[src/rtl/iob2axi_wr_multi_pkg.sv]
// rtl/iob2axi_wr_multi_pkg.sv - shared FSM encoding, AXI widths and AXI constants for iob2axi_wr_multi
package iob2axi_wr_multi_pkg;

   // AXI channel field widths
   localparam int AXI_ID_W    = 1;
   localparam int AXI_LEN_W   = 8;
   localparam int AXI_SIZE_W  = 3;
   localparam int AXI_BURST_W = 2;
   localparam int AXI_LOCK_W  = 1;
   localparam int AXI_CACHE_W = 4;
   localparam int AXI_PROT_W  = 3;
   localparam int AXI_QOS_W   = 4;
   localparam int AXI_RESP_W  = 2;

   // FSM state encoding
   localparam logic [1:0] ST_IDLE = 2'd0;
   localparam logic [1:0] ST_ADDR = 2'd1;
   localparam logic [1:0] ST_DATA = 2'd2;
   localparam logic [1:0] ST_RESP = 2'd3;

   // Constant AXI attributes driven on every burst
   localparam logic [AXI_BURST_W-1:0] AXI_BURST_INCR = 2'b01;
   localparam logic [AXI_CACHE_W-1:0] AXI_CACHE_VAL  = 4'd2;
   localparam logic [AXI_PROT_W-1:0]  AXI_PROT_VAL   = 3'd2;
   localparam logic [AXI_RESP_W-1:0]  AXI_RESP_OKAY  = 2'b00;

   // Number of byte-offset bits inside one data word
   function automatic int byte_off_w(input int data_w);
      return $clog2(data_w / 8);
   endfunction

endpackage

[src/rtl/iob2axi_wr_multi_blen.sv]
// rtl/iob2axi_wr_multi_blen.sv - combinational burst length calculator (4 KB limit under IOB2AXI_WR_MULTI_4K_EN)
module iob2axi_wr_multi_blen
   import iob2axi_wr_multi_pkg::*;
#(
   parameter int ADDR_W        = 32,
   parameter int DATA_W        = 32,
   parameter int LEN_W         = 16,
   parameter int MAX_BURST_LEN = 16
) (
   input  logic [ADDR_W-1:0]                addr,
   input  logic [LEN_W-1:0]                 rem,
   output logic [$clog2(MAX_BURST_LEN):0]   beats
);

   localparam int CNT_W = $clog2(MAX_BURST_LEN) + 1;
   localparam int OFF_W = byte_off_w(DATA_W);
   localparam logic [CNT_W-1:0] MAX_B = CNT_W'(MAX_BURST_LEN);

   // Only the in-page offset matters; the upper address bits are intentionally ignored
   logic unused_addr;
   assign unused_addr = ^addr;

`ifdef IOB2AXI_WR_MULTI_4K_EN
   // Words left before the next 4 KB page; addr is word aligned so this is exact and >= 1
   logic [12:0] page_left;
   assign page_left = (13'd4096 - {1'b0, addr[11:0]}) >> OFF_W;
`endif

   // Burst length is the smallest of the remaining words, the burst cap and the page room
   always_comb begin
      if (rem >= LEN_W'(MAX_BURST_LEN)) begin
         beats = MAX_B;
      end else begin
         beats = CNT_W'(rem);
      end
`ifdef IOB2AXI_WR_MULTI_4K_EN
      if (page_left < 13'(beats)) begin
         beats = CNT_W'(page_left);
      end
`endif
   end

endmodule

[src/rtl/iob2axi_wr_multi.sv]
// rtl/iob2axi_wr_multi.sv - native-to-AXI4 multi-burst write DMA engine (4 KB guard: IOB2AXI_WR_MULTI_4K_EN)
module iob2axi_wr_multi
   import iob2axi_wr_multi_pkg::*;
#(
   parameter int ADDR_W        = 32,
   parameter int DATA_W        = 32,
   parameter int LEN_W         = 16,
   parameter int MAX_BURST_LEN = 16
) (
   input  logic                    clk,
   input  logic                    rst,

   // command port
   input  logic                    run,
   input  logic [ADDR_W-1:0]       addr,
   input  logic [LEN_W-1:0]        length,
   output logic                    ready,
   output logic                    error,

   // native write data port
   input  logic                    s_valid,
   input  logic [DATA_W-1:0]       s_wdata,
   input  logic [DATA_W/8-1:0]     s_wstrb,
   output logic                    s_ready,

   // AXI AW channel
   output logic [AXI_ID_W-1:0]     m_axi_awid,
   output logic [ADDR_W-1:0]       m_axi_awaddr,
   output logic [AXI_LEN_W-1:0]    m_axi_awlen,
   output logic [AXI_SIZE_W-1:0]   m_axi_awsize,
   output logic [AXI_BURST_W-1:0]  m_axi_awburst,
   output logic [AXI_LOCK_W-1:0]   m_axi_awlock,
   output logic [AXI_CACHE_W-1:0]  m_axi_awcache,
   output logic [AXI_PROT_W-1:0]   m_axi_awprot,
   output logic [AXI_QOS_W-1:0]    m_axi_awqos,
   output logic                    m_axi_awvalid,
   input  logic                    m_axi_awready,

   // AXI W channel
   output logic [AXI_ID_W-1:0]     m_axi_wid,
   output logic [DATA_W-1:0]       m_axi_wdata,
   output logic [DATA_W/8-1:0]     m_axi_wstrb,
   output logic                    m_axi_wlast,
   output logic                    m_axi_wvalid,
   input  logic                    m_axi_wready,

   // AXI B channel
   input  logic [AXI_RESP_W-1:0]   m_axi_bresp,
   input  logic                    m_axi_bvalid,
   output logic                    m_axi_bready
);

   localparam int CNT_W = $clog2(MAX_BURST_LEN) + 1;
   localparam int OFF_W = byte_off_w(DATA_W);
   localparam logic [ADDR_W-1:0] ALIGN_MASK = ~(ADDR_W'((1 << OFF_W) - 1));

   logic [1:0]         state;
   logic [ADDR_W-1:0]  addr_q;
   logic [LEN_W-1:0]   rem_q;
   logic [CNT_W-1:0]   beats;
   logic [CNT_W-1:0]   beats_q;
   logic [CNT_W-1:0]   cnt_q;
   logic               in_data;
   logic               w_hs;

   // Beat count of the burst about to be issued from the current address and remainder
   iob2axi_wr_multi_blen #(
      .ADDR_W        (ADDR_W),
      .DATA_W        (DATA_W),
      .LEN_W         (LEN_W),
      .MAX_BURST_LEN (MAX_BURST_LEN)
   ) blen (
      .addr  (addr_q),
      .rem   (rem_q),
      .beats (beats)
   );

   // Fixed AXI attributes
   assign m_axi_awid    = '0;
   assign m_axi_wid     = '0;
   assign m_axi_awsize  = AXI_SIZE_W'(OFF_W);
   assign m_axi_awburst = AXI_BURST_INCR;
   assign m_axi_awlock  = '0;
   assign m_axi_awcache = AXI_CACHE_VAL;
   assign m_axi_awprot  = AXI_PROT_VAL;
   assign m_axi_awqos   = '0;

   // addr_q and rem_q are frozen in ADDR, so awaddr/awlen hold steady until awready
   assign ready         = (state == ST_IDLE);
   assign m_axi_awvalid = (state == ST_ADDR);
   assign m_axi_awaddr  = addr_q;
   assign m_axi_awlen   = AXI_LEN_W'(beats - CNT_W'(1));

   // W is a straight pass-through of the native port, gated to the DATA phase
   assign in_data       = (state == ST_DATA);
   assign m_axi_wvalid  = in_data & s_valid;
   assign s_ready       = in_data & m_axi_wready;
   assign m_axi_wdata   = s_wdata;
   assign m_axi_wstrb   = s_wstrb;
   assign m_axi_wlast   = in_data & (cnt_q == CNT_W'(1));
   assign w_hs          = m_axi_wvalid & m_axi_wready;

   assign m_axi_bready  = (state == ST_RESP);

   // Command latch, per-burst bookkeeping and the IDLE/ADDR/DATA/RESP sequencer
   always_ff @(posedge clk or posedge rst) begin
      if (rst) begin
         state   <= ST_IDLE;
         addr_q  <= '0;
         rem_q   <= '0;
         beats_q <= '0;
         cnt_q   <= '0;
         error   <= 1'b0;
      end else begin
         case (state)
            ST_IDLE: begin
               if (run && (length != '0)) begin
                  addr_q <= addr & ALIGN_MASK;
                  rem_q  <= length;
                  error  <= 1'b0;
                  state  <= ST_ADDR;
               end
            end
            ST_ADDR: begin
               if (m_axi_awready) begin
                  beats_q <= beats;
                  cnt_q   <= beats;
                  state   <= ST_DATA;
               end
            end
            ST_DATA: begin
               if (w_hs) begin
                  cnt_q <= cnt_q - CNT_W'(1);
                  if (cnt_q == CNT_W'(1)) begin
                     // address wraps naturally at 2^ADDR_W
                     addr_q <= addr_q + (ADDR_W'(beats_q) << OFF_W);
                     rem_q  <= rem_q - LEN_W'(beats_q);
                     state  <= ST_RESP;
                  end
               end
            end
            ST_RESP: begin
               if (m_axi_bvalid) begin
                  // a bad response is recorded but the remaining bursts still go out
                  if (m_axi_bresp != AXI_RESP_OKAY) begin
                     error <= 1'b1;
                  end
                  state <= (rem_q != '0) ? ST_ADDR : ST_IDLE;
               end
            end
            default: state <= ST_IDLE;
         endcase
      end
   end

endmodule

[config.mk]
export PLATFORM = sky130hd
export DESIGN_NAME = iob2axi_wr_multi
export DESIGN_NICKNAME = d
export VERILOG_FILES = /design/src/rtl/iob2axi_wr_multi_pkg.sv /design/src/rtl/iob2axi_wr_multi_blen.sv /design/src/rtl/iob2axi_wr_multi.sv
export SDC_FILE = /design/constraint.sdc
export NUM_CORES = 1
export LEC_CHECK = 0
export ABC_CLOCK_PERIOD_IN_PS = 2500
export BUFFER_PORTS_ARGS = -buffer_cell sky130_fd_sc_hd__buf_2
export CORE_ASPECT_RATIO = 2
export CORE_UTILIZATION = 44
export DETAILED_ROUTE_END_ITERATION = 16
export PLACE_DENSITY = 0.78
export SKIP_CTS_REPAIR_TIMING = 1
export SLEW_MARGIN = 20
export SYNTH_ARGS = -nofsm -noshare
export SYNTH_HDL_FRONTEND = slang
export SYNTH_SLANG_ARGS = --single-unit
[constraint.sdc]
create_clock -name clk -period 2.5 [get_ports clk]
set_input_delay 0.125 -clock clk [delete_from_list [all_inputs] [get_ports clk]]
set_output_delay 0.125 -clock clk [all_outputs]
set_load 0.02 [all_outputs]
# ---- After elaboration in Yosys (flattened, before gate mapping)
# Cells that the tools add are included.
dict set report word_totals {
  register_bits 61
  out_inout_bits 102
  latch_bits 0
  rom_bits 0
  mem_count 0
  in_bits 93
  mem_bits_rw 0
}
dict set report op_classes {
  add_sub_neg 4
  n_reduce_logical 13
  n_shift 0
  magnitude_cmp 1
  n_mux 23
  bitwise 4
  eq_ne 10
  div_mod_pow 0
  n_mul 0
}
# cell n
set op_table {}
lappend op_table {{two-way mux 32 bit} 3}
lappend op_table {{one-hot mux 32 bit (2 select lines)} 1}
lappend op_table {{two-way mux 16 bit} 3}
lappend op_table {{adder 32 x 7 -> 32 bit} 1}
lappend op_table {{one-hot mux 16 bit (2 select lines)} 1}
lappend op_table {{nonzero test 16 bit} 2}
lappend op_table {{greater-or-equal comparator 16 x 5 -> 1 bit (second input constant)} 1}
lappend op_table {{subtractor 16 x 5 -> 16 bit} 1}
lappend op_table {{two-way mux 5 bit} 3}
lappend op_table {{two-way mux 2 bit} 5}
lappend op_table {{!= test 2 x 1 -> 1 bit (second input constant)} 5}
lappend op_table {{one-hot mux 5 bit (2 select lines)} 1}
lappend op_table {{one-hot mux 2 bit (4 select lines)} 1}
lappend op_table {{AND reduction 4 bit} 2}
lappend op_table {{nonzero test 2 bit} 4}
lappend op_table {{subtractor 5 x 1 -> 6 bit (second input constant)} 1}
lappend op_table {{equality test 5 x 1 -> 1 bit (second input constant)} 1}
lappend op_table {{AND reduction 5 bit} 1}
lappend op_table {{subtractor 5 x 1 -> 5 bit (second input constant)} 1}
lappend op_table {{bitwise AND 1 bit} 4}
lappend op_table {{equality test 2 bit (second input constant)} 2}
lappend op_table {{two-way mux 1 bit} 4}
lappend op_table {{AND reduction 3 bit} 1}
lappend op_table {{equality test 2 x 1 -> 1 bit (second input constant)} 1}
lappend op_table {{other kinds (5)} 5}

# ---- Depth between registers and ports, before layout
# Gate-level depths: netlist of run 1.
dict set report depth {
  ltp_word 5
  mapped_depth 11
}

# ---- By module
# Synthesis of run 1 repeated with hierarchy kept, for this count alone.
dict set report unflattened {
  cells_unflattened 571
  area_unflattened_um2 4723.3
}
# module n_inst seq_area_each_um2 area_per_inst_um2 cells_per_inst
set by_module_without_submodules {}
lappend by_module_without_submodules {iob2axi_wr_multi 1 1476.4 4647.0 559}
lappend by_module_without_submodules {iob2axi_wr_multi_blen 1 0.0 76.3 12}

# ---- Least setup slack after synthesis of run 1
# OpenSTA, ideal clock, no wires.
dict set report synth_path {
  path_kind {register to output}
  from {reg rem_q[5]}
  to {out m_axi_awlen[4]}
  t_arrival_ns 2.383
  n_path_buf 1
  slack_ns -0.008
  stages_incl_launch_ff 7
  path_cell_list {dfrtp_1 or2_2 nor4_1 clkbuf_1 nand2_1 ha_1 o21ai_0}
}
dict set report synth_via {
  elab_chain_len 3
}
# item line_no
set synth_rtl {}
lappend synth_rtl {{start, declared} iob2axi_wr_multi.sv:59} ;# logic [LEN_W-1:0] rem_q;
lappend synth_rtl {{start signal, assigned} iob2axi_wr_multi.sv:119} ;# rem_q <= length;
lappend synth_rtl {{start signal, assigned} iob2axi_wr_multi.sv:137} ;# rem_q <= rem_q - LEN_W'(beats_q);
lappend synth_rtl {{greater-or-equal comparator 16 x 5 -> 1 bit} iob2axi_wr_multi_blen.sv:31} ;# if (rem >= LEN_W'(MAX_BURST_LEN)) begin
lappend synth_rtl {{two-way mux 5 bit} iob2axi_wr_multi_blen.sv:31}
lappend synth_rtl {{subtractor 5 x 1 -> 6 bit} iob2axi_wr_multi.sv:92} ;# assign m_axi_awlen = AXI_LEN_W'(beats - CNT_W'(1));
lappend synth_rtl {{end, declared} iob2axi_wr_multi.sv:29} ;# output logic [AXI_LEN_W-1:0] m_axi_awlen,
# Every way passes these cells.

# ---- Worst setup path in the final report of run 1
dict set report layout_path {
  from {reg rem_q[5]}
  to {out m_axi_awlen[2]}
}
# Same word-level chain as after synthesis.

==> results by group, run 1 <==
Routing
  • Wire per inst: 17.25 um
  • Wire length on met1: 4688 um
  • WL met2: 6881 um
  • DR vias: 4456
  • DR top layer: met4
  • Final WL: roughly 13000 um
  • Vias per inst: ~6
  • Residual DRC: 0
  • DR WL met3: 817 um
  • Post-route ant nets: 0
  • DR iter-0 viols: 350
  • TritonRoute pass-1 iters: 5

Yosys
  • Share of flip-flops with an asynchronous set or reset: 100.0%
  • Avg Inst Size Synth: between 8 and 9 um^2
  • Post-Syn Area: 4506 um^2
  • Post-synth EDFFs: 0
  • Most instantiated library cell after synthesis: buf_4
  • Post-synth top cells: buf_4, dfrtp_1, a21oi_1, nand2_1, o21ai_0
  • Yosys warns: 0
  • Synth Flop Type: dfrtp_1
  • Synth Register Bits: roughly 60
  • Top cells by area, synth: dfrtp_1, buf_4, a21oi_1
  • Sequential area share after synthesis: 32.77%
  • Cell taking the most area after synthesis: dfrtp_1
  • Synth Instances: 542
  • Share of the synthesized area in the top cell type: 32.77%
  • Netlist cell types: 64

Timing
  • Final worst slack: 0.1182 ns
  • Tightest Pin Transition: 0.7227 ns
  • Min Clock Period, post-route: 2.382 ns
  • Worst slew margin: 51.82%
  • Fin crit share: 95.27%
  • RSZ-0062 raised after global routing: true
  • Clk_skew: 0.007212 ns
  • Final setup violation count: 0
  • Max Clock Freq: between 0.4 and 0.5 GHz
  • Worst Hold Slack: 0.05779 ns
  • Slew Viols, Final: 0
  • Final hold viol count: 0

Worst setup path
  • Setup crit start: rem_q[5]$_DFFE_PP0P_
  • Critical Path RT: 2.38 ns
  • Critical Path AT: 2.26 ns
  • R2r setup slk: 0.14 ns
  • Maximum fanout along the worst path: 7
  • CP endpoint: m_axi_awlen[2]
  • Worst Path Class, Setup: reg2out
  • CP max stage cell: dfrtp_1
  • CP max stage delay: approximately 0.43 ns
  • Most frequent cell on the critical path: buf_4
  • Reg2reg path depth: 12
  • CP Launch Type: flop
  • Endpoint class of the critical path: output port
  • Worst reg2reg path startpoint: rem_q[0]$_DFFE_PP0P_
  • R2r endpoint: rem_q[14]$_DFFE_PP0P_
  • Critical path cell sequence: or2_2 -> nor4_1 -> buf_4 -> buf_4 -> nand2_1 -> ha_2 -> xnor2_1 -> buf_2

Die
  • Die width: between 70 and 80 um
  • Starting Density: between 40% and 50%
  • Die Span Y: 145.1 um
  • Die area: 10670 um^2
  • Site Rows: 51
  • I/O pin count: 195
  • Total core area: 9827 um^2

Global route
  • GRT Util Overall: between 20 and 30%
  • Largest net degree at the start of global routing: 68
  • Grt total ovfl: 0
  • First-pass GRT wire length: 20780 um
  • Initial antenna violation count: 0
  • Vias in the first global route: 4309

CTS
  • Clk sink count: 59
  • Root Buffer: clkbuf_16
  • Clock slew at reported path FFs: 0.05 ns
  • Clk Latency, worst-skew pair: 0.34 ns
  • # H-tree levels: 3
  • CTS max path bufs: 2
  • CTS tree: built
  • Total CTS buffers: 9

Hold path
  • HP Class: in2reg

Place
  • HPWL after detailed placement: roughly 9400 um
  • Buffers added on ports: a little under 100
  • Gpl congestion: 0.8725
  • Post-placement worst setup slack: 0.01209 ns
  • Placed insts: between 700 and 800

Layout
  • Nets: roughly 740
  • Ant. Diodes: 0
  • Layout area overhead: 17.66%
  • Final Non-Filler Cells: between 700 and 800
  • Layout cell share with drive strength beyond 1: 28.03%
  • Final core occ: 53.95%
  • Fillers: a little over 900

Power
  • Worst vdd ir: 0.9347 mV
  • Leak Pwr: 0.002376 uW
  • P per Cell Area: 1337 nW/um^2

Job
  • Max Cap Violations: 0

Outcome
  • Outcome: finished clean
through the flow:
| step | total power [uW] | cell area [um^2] | TNS [ns] |
|---|---|---|---|
| after detailed placement | 5686 | 4888 | 0 |
| final | 7090 | 5301 | 0 |
| after floorplan | 4659 | 4577 | 0 |
| after global routing | 7583 | 5301 | -0.07520 |
| after global placement | 5550 | 4888 | 0 |
| after CTS | 6976 | 5200 | -0.3702 |
state kept, by name, indices dropped and copies added (netlist names):
| register | cells |
|---|---|
| state | 2 |
| rem_q | 16 |
| beats_q | 5 |
| cnt_q | 5 |
| m_axi_awaddr | 30 |
| error | 1 |
critical path: cells and delay by family, from the launching register on:
family,cells,cell delay [ns]
simple gates,3,0.62
buf+inv,3,0.51
xor+xnor,1,0.16
flops,1,0.43
fa+ha+maj,1,0.19
cells in the final DEF, fill, tap and decap left out, types with 4 or more instances in the layout:
master     Yosys  final
a211oi_1       7      5
a21o_1         4      4
a21oi_1       54     53
a2bb2oi_1      6      6
and2_1         6      6
and3_1         5      5
buf_2          1     99
buf_4         60     33
clkbuf_16      0      9
clkbuf_8       1      6
conb_1         2     21
dfrtp_1       59     59
ha_1          17     15
inv_1         18     17
mux2i_1       10     10
nand2_1       53     52
nand3_1       14     14
nand4_1       13     13
nor2_1        30     28
nor3_1        19     17
nor4_1         7      7
o21ai_0       36     35
o22ai_1       24     24
o32ai_1        4      4
xnor2_1        4      4
worst min path at each step:
stage,startpoint,slack [ns],endpoint,cells after the start
floorplan,addr[14],0.27,m_axi_awaddr[14]$_DFFE_PP0P_,1
CTS,rst,-0.15,m_axi_awaddr[6]$_DFFE_PP0P_,2
global placement,rst,0.20,m_axi_awaddr[6]$_DFFE_PP0P_,2
global route,addr[8],0.07,m_axi_awaddr[8]$_DFFE_PP0P_,2
finish,addr[8],0.06,m_axi_awaddr[8]$_DFFE_PP0P_,2
detailed placement,rst,0.21,m_axi_awaddr[6]$_DFFE_PP0P_,2
cell families (layout without fill, tap and decap cells):
family | count (synthesis) | count (layout) | share of synthesized area (%)
AOI/OAI and AO/OA | 172 | 172 | 24.30
and+or+nand+nor | 170 | 170 | 18.97
buffers and inverters | 103 | 170 | 14.50
DFF | 59 | 59 | 32.77
adders and majority gates | 19 | 19 | 5.609
muxes | 12 | 12 | 2.722
xor gates and xnor gates | 5 | 5 | 0.9719
other | 2 | 21 | 0.1667
power by group:
group          total, uW  leakage [uW]  switching, uW  internal, uW
combinational       3840       0.00151           2280          1560
clock               1260      0.000155            431           833
sequential          1980      0.000707            561          1420
total               7090       0.00238           3280          3810
area by class of cell:
type	count	area [um^2]	area share, %
clock buffer	16	311.5	5.877
multi-input combinational	399	2492	47.01
inverter	19	71.32	1.345
timing repair buffer	135	784.5	14.80
tap	132	165.2	3.115
sequential	59	1476	27.85
metal layers:
metal,vias to the layer above,global-route usage (%)
met1,2099,25.11
met5,-,0
li1,2093,-
met2,206,43.26
met4,0,18.17
met3,58,7.361
No activity file was read; power rests on OpenSTA's default activity.
==> inputs of run 2 (changes only) <==
--- a/config.mk
+++ b/config.mk
@@ -7,10 +7,13 @@
 export LEC_CHECK = 0
 export ABC_CLOCK_PERIOD_IN_PS = 2500
 export BUFFER_PORTS_ARGS = -buffer_cell sky130_fd_sc_hd__buf_2
+export CELL_PAD_IN_SITES_DETAIL_PLACEMENT = 1
+export CELL_PAD_IN_SITES_GLOBAL_PLACEMENT = 2
 export CORE_ASPECT_RATIO = 2
-export CORE_UTILIZATION = 44
+export CORE_UTILIZATION = 24
 export DETAILED_ROUTE_END_ITERATION = 16
-export PLACE_DENSITY = 0.78
+export PLACE_DENSITY_LB_ADDON = 0.1
+export RECOVER_POWER = 50
 export SKIP_CTS_REPAIR_TIMING = 1
 export SLEW_MARGIN = 20
 export SYNTH_ARGS = -nofsm -noshare
==> results by group, run 2 (synthesis results as in run 1) <==
Outcome
  • Outcome: finished clean

Timing
  • Worst slew margin: 14.14%
  • Worst Hold Slack: 0.008274 ns
  • Fin crit share: a little over nine tenths
  • Final setup violation count: 0
  • Max Clock Freq: 0.4226 GHz
  • Clk_skew: 0.01119 ns
  • Final hold viol count: 0
  • Final worst slack: 0.1334 ns
  • Min Clock Period, post-route: 2.367 ns
  • Tightest Pin Transition: 1.286 ns
  • Slew Viols, Final: 0

Power
  • Leak Pwr: 0.002414 uW
  • Sw Ratio: 47.37%
  • Int Pwr: 3892 uW
  • Combinational group share of total power: 56.2%
  • P per Cell Area: 1324 nW/um^2
  • Worst vdd ir: 0.4583 mV
  • Clock network fraction of total power: 16.8%
  • Total design power: 7396 uW
  • Net Sw Power: 3504 uW
  • Sequential Power Share: 27.0%

Worst setup path
  • CP max stage cell: dfrtp_2
  • R2r endpoint: rem_q[8]$_DFFE_PP0P_
  • Setup crit start: rem_q[5]$_DFFE_PP0P_
  • Critical Path RT: 2.38 ns
  • Worst Path Class, Setup: reg2out
  • Endpoint class of the critical path: output port
  • Reg2reg path depth: 10
  • Critical Path AT: 2.24 ns
  • Critical path cell sequence: or2_2 -> nor4_2 -> buf_4 -> nand2_1 -> ha_1 -> xnor2_2 -> buf_2
  • Worst reg2reg path startpoint: rem_q[0]$_DFFE_PP0P_
  • CP max stage delay: 0.44 ns
  • R2r setup slk: 0.15 ns
  • CP Launch Type: flop
  • Maximum fanout along the worst path: 7

CTS
  • Clock slew at reported path FFs: 0.06 ns
  • Clk sink count: 59
  • Total CTS buffers: 9
  • # H-tree levels: 3
  • CTS tree: built
  • Root Buffer: clkbuf_16
  • Clk Latency, worst-skew pair: 0.35 ns
  • CTS max path bufs: 2

Job
  • Max Cap Violations: 0

Global route
  • First-pass GRT wire length: 26150 um
  • Vias in the first global route: ~4800
  • GRT Util Overall: between 10% and 20%
  • Initial antenna violation count: 0
  • Grt total ovfl: 0
  • Largest net degree at the start of global routing: 38

Layout
  • Fillers: 2242
  • Layout cell share with drive strength beyond 1: between 20% and 30%
  • Nets: about 760
  • Final core occ: 30.51%
  • Number of flip-flops in the largest register: 30
  • Ant. Diodes: 0
  • Commonest non-fill, non-tap cell in the layout: buf_2
  • Layout area overhead: 23.97%
  • Most frequent cells in the layout: buf_2, dfrtp_1, buf_4

Routing
  • Residual DRC: 0
  • Post-route ant nets: 0
  • TritonRoute pass-1 iters: 4
  • DR vias: roughly 4400
  • Vias per inst: approximately 5.1
  • Wire per inst: 19.20 um
  • DR iter-0 viols: 69
  • Final WL: 16650 um

Place
  • Post-placement worst setup slack: -0.02267 ns
  • HPWL after detailed placement: 12690 um
  • Gpl congestion: 0.7853
  • Buffers added on ports: 99

Die
  • Die Span Y: 195.8 um
  • I/O pin count: 195
  • Starting Density: ~25%
  • Total core area: about 18000 um^2
  • Die width: 98.89 um
  • Site Rows: 70
  • Die area: 19360 um^2

Hold path
  • Hold Crit Endpoint: m_axi_awaddr[14]$_DFFE_PP0P_
  • HP Class: in2reg
  • Worst hold path depth: 2
  • Hold path startpoint: addr[14]
run 2: layout make-up:
cell class              count  area, um^2  share of cell area [%]
well taps                 216       270.3                   4.839
repair buffers            158       953.4                   17.07
inverters                  19       71.32                   1.277
multi-input cells         399        2519                   45.09
clock buffers              15       287.8                   5.152
flip-flops and latches     59        1479                   26.48
clock inverters             1       5.005                 0.08961
run 2: power by group through the flow:
stage	combinational [uW]	clock [uW]	sequential, uW
floorplan	2480	0	2180
global placement	4140	0	1950
detailed placement	4230	0	1980
CTS	4250	1290	1960
global route	4590	1320	2080
finish	4150	1240	2000
run 2: stage by stage:
stage | instances | area, um^2 | TNS [ns]
after floorplan | 561 | 4577 | 0
after global placement | 846 | 5226 | -0.02994
after detailed placement | 846 | 5226 | -0.02267
after CTS | 862 | 5519 | -0.2390
after global routing | 867 | 5585 | -0.009240
final | 867 | 5585 | 0
run 2: worst max-delay path, delay by kind of cell, from the launching register on:
family,cells,cell delay [ns]
XOR/XNOR,1,0.18
adder cells (fa/ha/maj),1,0.25
buffers and inverters,2,0.38
flip-flops,1,0.44
AND/OR/NAND/NOR,3,0.65
run 2: worst max path at each step:
stage	endpoint	cells past startpoint
floorplan	m_axi_awlen[2]	6
global route	rem_q[8]$_DFFE_PP0P_	10
global placement	rem_q[8]$_DFFE_PP0P_	10
detailed placement	rem_q[8]$_DFFE_PP0P_	10
finish	m_axi_awlen[2]	7
CTS	m_axi_awlen[2]	8
run 2: layer usage:
metal | wire, um | up-vias | part of all wire (%) | GRT usage (%)
met5 | 0 | - | 0 | 0
met4 | 451 | 0 | 2.7 | 8.568
met3 | 522 | 26 | 3.1 | 2.494
met2 | 9694 | 93 | 58 | 35.72
met1 | 5980 | 2184 | 36 | 17.05
li1 | - | 2115 | - | -
